File: src/rtl/pid_pkg.sv
// Shared types and constants for the time-multiplexed PID core.
package pid_pkg;

    localparam int PID_W     = 16;
    localparam int PID_ACC_W = 18;

    localparam logic signed [PID_W-1:0] SAT_MAX = 16'sh7fff;
    localparam logic signed [PID_W-1:0] SAT_MIN = 16'sh8000;

    typedef enum logic [2:0] {
        S_IDLE,
        S_ERR,
        S_MP,
        S_MI,
        S_MD,
        S_OUT
    } state_t;

endpackage

File: src/rtl/pid_sat.sv
// Signed saturator: clamps an N-bit signed value into the 16-bit range.
module pid_sat
    import pid_pkg::*;
#(
    parameter int N = 17
) (
    input  logic [N-1:0]     din,
    output logic [PID_W-1:0] dout
);

    localparam logic signed [N-1:0] HI = N'(SAT_MAX);
    // ~HI is the N-bit sign extension of SAT_MIN for any N >= 16
    localparam logic signed [N-1:0] LO = ~HI;

    always_comb begin
        if ($signed(din) > HI) begin
            dout = SAT_MAX;
        end else if ($signed(din) < LO) begin
            dout = SAT_MIN;
        end else begin
            dout = din[PID_W-1:0];
        end
    end

endmodule

File: src/rtl/pid_sequencer.sv
// PID core sequencing one shared external multiplier over MP/MI/MD cycles.
// Optional integral clamp to +/-INT_LIMIT when PID_ANTIWINDUP_EN is defined.
module pid_sequencer
    import pid_pkg::*;
#(
    parameter logic signed [15:0] INT_LIMIT = 16'sd8192
) (
    input  logic        clk,
    input  logic        rst_n,
    input  logic        sample_valid,
    input  logic [15:0] setpoint,
    input  logic [15:0] feedback,
    input  logic [15:0] kp,
    input  logic [15:0] ki,
    input  logic [15:0] kd,
    input  logic        clr,
    output logic [15:0] mul_a,
    output logic [15:0] mul_b,
    input  logic [15:0] mul_p,
    output logic [15:0] u,
    output logic        u_valid,
    output logic        busy,
    output logic [7:0]  drop_cnt
);

    state_t state;

    logic [15:0] sp_q;
    logic [15:0] fb_q;
    logic [15:0] e;
    logic [15:0] i;
    logic [15:0] d;
    logic [15:0] e_prev;
    logic [17:0] acc;

    logic [16:0] e_raw;
    logic [16:0] i_raw;
    logic [16:0] d_raw;
    logic [15:0] e_n;
    logic [15:0] i_s;
    logic [15:0] i_n;
    logic [15:0] d_n;
    logic [15:0] u_n;
    logic [17:0] prod;

    assign e_raw = {sp_q[15], sp_q} - {fb_q[15], fb_q};
    assign i_raw = {i[15], i} + {e_n[15], e_n};
    assign d_raw = {e_n[15], e_n} - {e_prev[15], e_prev};
    assign prod  = {{2{mul_p[15]}}, mul_p};

    pid_sat #(.N(17)) u_sat_e (.din(e_raw), .dout(e_n));
    pid_sat #(.N(17)) u_sat_i (.din(i_raw), .dout(i_s));
    pid_sat #(.N(17)) u_sat_d (.din(d_raw), .dout(d_n));
    pid_sat #(.N(PID_ACC_W)) u_sat_u (.din(acc), .dout(u_n));

`ifdef PID_ANTIWINDUP_EN
    always_comb begin
        i_n = i_s;
        if ($signed(i_s) > INT_LIMIT) begin
            i_n = INT_LIMIT;
        end else if ($signed(i_s) < -INT_LIMIT) begin
            i_n = -INT_LIMIT;
        end
    end
`else
    assign i_n = i_s;
`endif

    // Operands are zero outside the three multiply cycles
    always_comb begin
        mul_a = '0;
        mul_b = '0;
        unique case (state)
            S_MP: begin
                mul_a = kp;
                mul_b = e;
            end
            S_MI: begin
                mul_a = ki;
                mul_b = i;
            end
            S_MD: begin
                mul_a = kd;
                mul_b = d;
            end
            default: begin
            end
        endcase
    end

    always_ff @(posedge clk) begin
        if (!rst_n) begin
            state    <= S_IDLE;
            sp_q     <= '0;
            fb_q     <= '0;
            e        <= '0;
            i        <= '0;
            d        <= '0;
            e_prev   <= '0;
            acc      <= '0;
            u        <= '0;
            u_valid  <= 1'b0;
            busy     <= 1'b0;
            drop_cnt <= '0;
        end else begin
            u_valid <= 1'b0;
            if (sample_valid && state != S_IDLE && drop_cnt != 8'hff) begin
                drop_cnt <= drop_cnt + 8'd1;
            end
            unique case (state)
                S_IDLE: begin
                    if (clr) begin
                        i      <= '0;
                        e_prev <= '0;
                    end
                    if (sample_valid) begin
                        sp_q  <= setpoint;
                        fb_q  <= feedback;
                        busy  <= 1'b1;
                        state <= S_ERR;
                    end
                end
                S_ERR: begin
                    e      <= e_n;
                    i      <= i_n;
                    d      <= d_n;
                    e_prev <= e_n;
                    state  <= S_MP;
                end
                S_MP: begin
                    acc   <= prod;
                    state <= S_MI;
                end
                S_MI: begin
                    acc   <= acc + prod;
                    state <= S_MD;
                end
                S_MD: begin
                    acc   <= acc + prod;
                    state <= S_OUT;
                end
                S_OUT: begin
                    u       <= u_n;
                    u_valid <= 1'b1;
                    busy    <= 1'b0;
                    state   <= S_IDLE;
                end
                default: state <= S_IDLE;
            endcase
        end
    end

endmodule

File: config.mk
export PLATFORM = sky130hd
export DESIGN_NAME = pid_sequencer
export DESIGN_NICKNAME = d
export VERILOG_FILES = /design/src/rtl/pid_pkg.sv /design/src/rtl/pid_sat.sv /design/src/rtl/pid_sequencer.sv
export SDC_FILE = /design/constraint.sdc
export NUM_CORES = 1
export LEC_CHECK = 0
export CAP_MARGIN = 15
export CORE_AREA = 2 2 135 137
export DETAILED_ROUTE_END_ITERATION = 10
export DIE_AREA = 0 0 137 139
export GPL_ROUTABILITY_DRIVEN = 0
export GPL_TIMING_DRIVEN = 1
export PLACE_DENSITY_LB_ADDON = 0.15
export SLEW_MARGIN = 10
export SYNTH_ARGS = -nofsm -noshare
export SYNTH_HDL_FRONTEND = slang
export SYNTH_SLANG_ARGS = --single-unit
export TNS_END_PERCENT = 20
File: constraint.sdc
create_clock -name clk -period 6.2 [get_ports clk]
set_clock_uncertainty 0.2 [all_clocks]
set_input_delay 0.93 -clock clk [delete_from_list [all_inputs] [get_ports clk]]
set_output_delay 0.93 -clock clk [all_outputs]
set_load 0.01 [all_outputs]
==> summary.md <==
| Metric | Value |
|---|---|
| Crit path required time | between 6 and 7 ns |
| Grt ovf | 0 |
| Fmax | approximately 180 MHz |
| Post-Syn Nets | approximately 1400 |
| Total GRT Usage | a little over a quarter |
| Dominant synthesized flop cell | dfxtp_1 |
| Top-count cell post-synth | nand2_1 |
| TritonCTS clock tree | done |
| Largest net degree at the start of global routing | 93 |
| Max VDD drop | ~390 µV |
| DRC Markers | 0 |
| Worst R2R Start | sp_q[0] |
| Nets@finish | ~1500 |
| Most frequent cells after synthesis | nand2_1 (200), a21oi_1 (143), dfxtp_1 (143), o21ai_0 (105) |
| Startpoint Class | flop |
| WHS Path Cells | 1 |
| Row Count | 49 |
| Antenna viol nets, final | 0 |
| Synth Cell Area | slightly above 9000 µm² |
| Routed vias | 9082 |
| Worst Min Path Start | e[1] |
| Total of max-cap violations | 0 |
| Vias per cell | slightly below 6 |
| HPWL after detailed placement | ~19000 µm |
| Slew @ Worst Pin | roughly 1.1 ns |
| FF-to-FF path depth | 24 |
| Ys Warns | 0 |
| Sink Count | around 140 |
| Top-Level Pins | around 160 |
| Synth area leader | dfxtp_1 |
| Core area | around 18000 µm² |
| Pwr dens | 432 nW/µm² |
| Ant. Diodes | 0 |
| R2r setup slk | between 0.5 and 0.6 ns |
| Share of cells above drive strength 1 | 5.55% |
| CTS root buffer | clkbuf_16 |
| Fin Hold WS | between 0.2 and 0.25 ns |
| Kind of critical path | reg -> reg |
| Fin crit share | about nine tenths |
| Initial Util | 52.7% |
| Asr flop ratio synth | 0% |
| Die H | roughly 140 µm |
| CP Data Arrival Time | approximately 5.8 ns |
| Static Leak | about 0.0046 µW |
| Post-Synthesis Cells | 1201 |
| First-pass GRT wire length | between 40000 and 50000 µm |
| Setup TNS | 0 ns |
| Final setup viols | 0 |
| Crit Path Max Fanout | 15 |
| Clock-pin transition on the worst setup and hold timing paths | ~0.060 ns |
| DRT Pass-1 Iters | 5 |
| Outcome | complete, no violations |
| Post-route core utilization | between 60% and 70% |
| IO buf count | roughly 160 |
| Clock Latency Late Sink | 0.43 ns |
| Die X | 137 µm |
| Netlist cell types | 63 |
| Mapped Avg Cell Area | between 7 and 8 µm² |
| Final Hold Vio Count | 0 |
| Total wire length | approximately 26000 µm |
| Top cells by area, synth | dfxtp_1 (31%), ha_1 (8.9%), nand2_1 (8.1%), a21oi_1 (7.7%), o21ai_0 (5.6%) |
| Min-Delay Path Class | reg -> reg |
| Wirelength per Cell | between 15 and 20 µm |
| Die footprint | 19000 µm² |
| Vias in the first global route | around 8500 |
| Crit. End Element | flop |
| RSZ-0062 raised after global routing | false |
| Seq/Total Area, Yosys | between 30% and 40% |
| CTS Buf Count | 17 |
| Hold buffers post-CTS | 0 |
| Relative slew margins | between 20 and 30% |
| DR iter-0 viols | approximately 480 |
| Clk buf depth | 2 |
| Post-synth EDFFs | 0 |
| Max-slew violation count | 0 |
| H-tree depth | 4 |
| Hold Path End | e[1] |
| Crit path time final | about 5.7 ns |
| Initial antenna violation count | 0 |
| Share of the synthesized area in the top cell type | 30.8% |
| Flop and latch count out of synthesis | 143 |
| P&R area growth vs syn | 24.7% |
| Worst r2r dst | i[12] |
==> worst max-delay path, cell delays in order, from the launching register on <==
cell and delay (ns):
dfxtp_1 0.32, inv_1 0.04, ha_1 0.22, fa_1 0.41, nor2b_1 0.13, o21a_1 0.15
o21ai_1 0.09, a21oi_1 0.28, o21ai_0 0.16, a32oi_2 0.34, nand3_1 0.22, a21o_1 0.25
inv_1 0.06, ha_1 0.17, inv_1 0.07, fa_1 0.41, nor2b_1 0.15, o21a_1 0.14
o21ai_0 0.15, a21oi_1 0.29, o211ai_1 0.21, o2111ai_1 0.35, a21o_2 0.37, o21ai_0 0.14
a311oi_1 0.26
==> power breakdown <==
part           internal, µW  switching [µW]  leakage, µW
Clock                   645             419     0.000294
Sequential             1060             116      0.00117
Combinational          1130            1650      0.00310
==> state kept, by name, indices dropped and copies added, names as in the netlist <==
name,flops
fb_q,16
state,3
acc,18
drop_cnt,8
u_valid,1
e,16
d,16
busy,1
e_prev,16
sp_q,16
i,16
u,16
==> metrics by stage <==
step | power, µW | instance area, µm² | std cells | setup slack, ns
6_report | 5020 | 11600 | 1562 | 0.544
3_3_place_gp | 3840 | 11000 | 1529 | 0.706
4_1_cts | 4980 | 11600 | 1560 | 0.385
2_1_floorplan | 3200 | 9310 | 1201 | 1.27
5_1_grt | 5380 | 11600 | 1562 | 0.0536
3_5_place_dp | 3890 | 11000 | 1529 | 0.450
==> cell type report <==
cell class	count	area [µm²]
fill	1547	6050
multi-input combinational	935	5990
sequential	143	2860
timing repair buffer	169	1660
clock buffer	19	443
tap	229	287
inverter	55	206
clock inverter	12	160
==> placed cells by master (no fill, tap or decap), types with 6 or more instances in the layout <==
master and n:
inv_1 54, nor3_1 17, mux2i_1 40, a311oi_1 22, a21oi_1 142, and3_1 8, o21ai_0 104, xnor2_1 33
or3_1 8, nor2_1 65, clkbuf_16 17, a211oi_1 10, nor2b_1 14, xor2_1 18, nand2b_1 11, o21a_1 11
nand3_1 12, a221o_1 14, ha_1 66, a21o_1 19, a22o_1 8, and2_1 6, buf_4 12, maj3_2 8
clkdlybuf4s50_1 157, nand2_1 200, dfxtp_1 142
==> routing by layer <==
layer	part of all wire [%]	wire length, µm	vias up	GRT usage [%]
met4	2.6	680	0	9.22
met1	46	11900	4227	36.6
li1	-	-	4525	-
met2	46	11800	284	43.7
met5	0	0	-	0
met3	5.7	1490	46	4.93
==> repair_timing <==
action,in CTS,in global routing
resized for setup,0,2
endpoints found under the setup margin,0,15
buffers inserted,0,2
==> cells by family after synthesis <==
kind of cell,after synthesis,share of synthesized area [%]
buffers and inverters,123,5.15
muxes,40,4.30
DFF,143,30.8
and+or+nand+nor,366,17.2
adders and majority gates,82,11.1
AOI/OAI and AO/OA,396,26.7
xor gates and xnor gates,51,4.80
==> worst max path at each step <==
stage / start / cells past startpoint / to
2_1_floorplan: sp_q[0] / 25 / i[12]
3_3_place_gp: sp_q[0] / 24 / i[12]
3_5_place_dp: sp_q[0] / 24 / i[12]
4_1_cts: sp_q[0] / 23 / i[5]
5_1_grt: sp_q[0] / 24 / i[5]
6_report: sp_q[0] / 24 / i[12]
No activity file was read; power rests on OpenSTA's default activity.
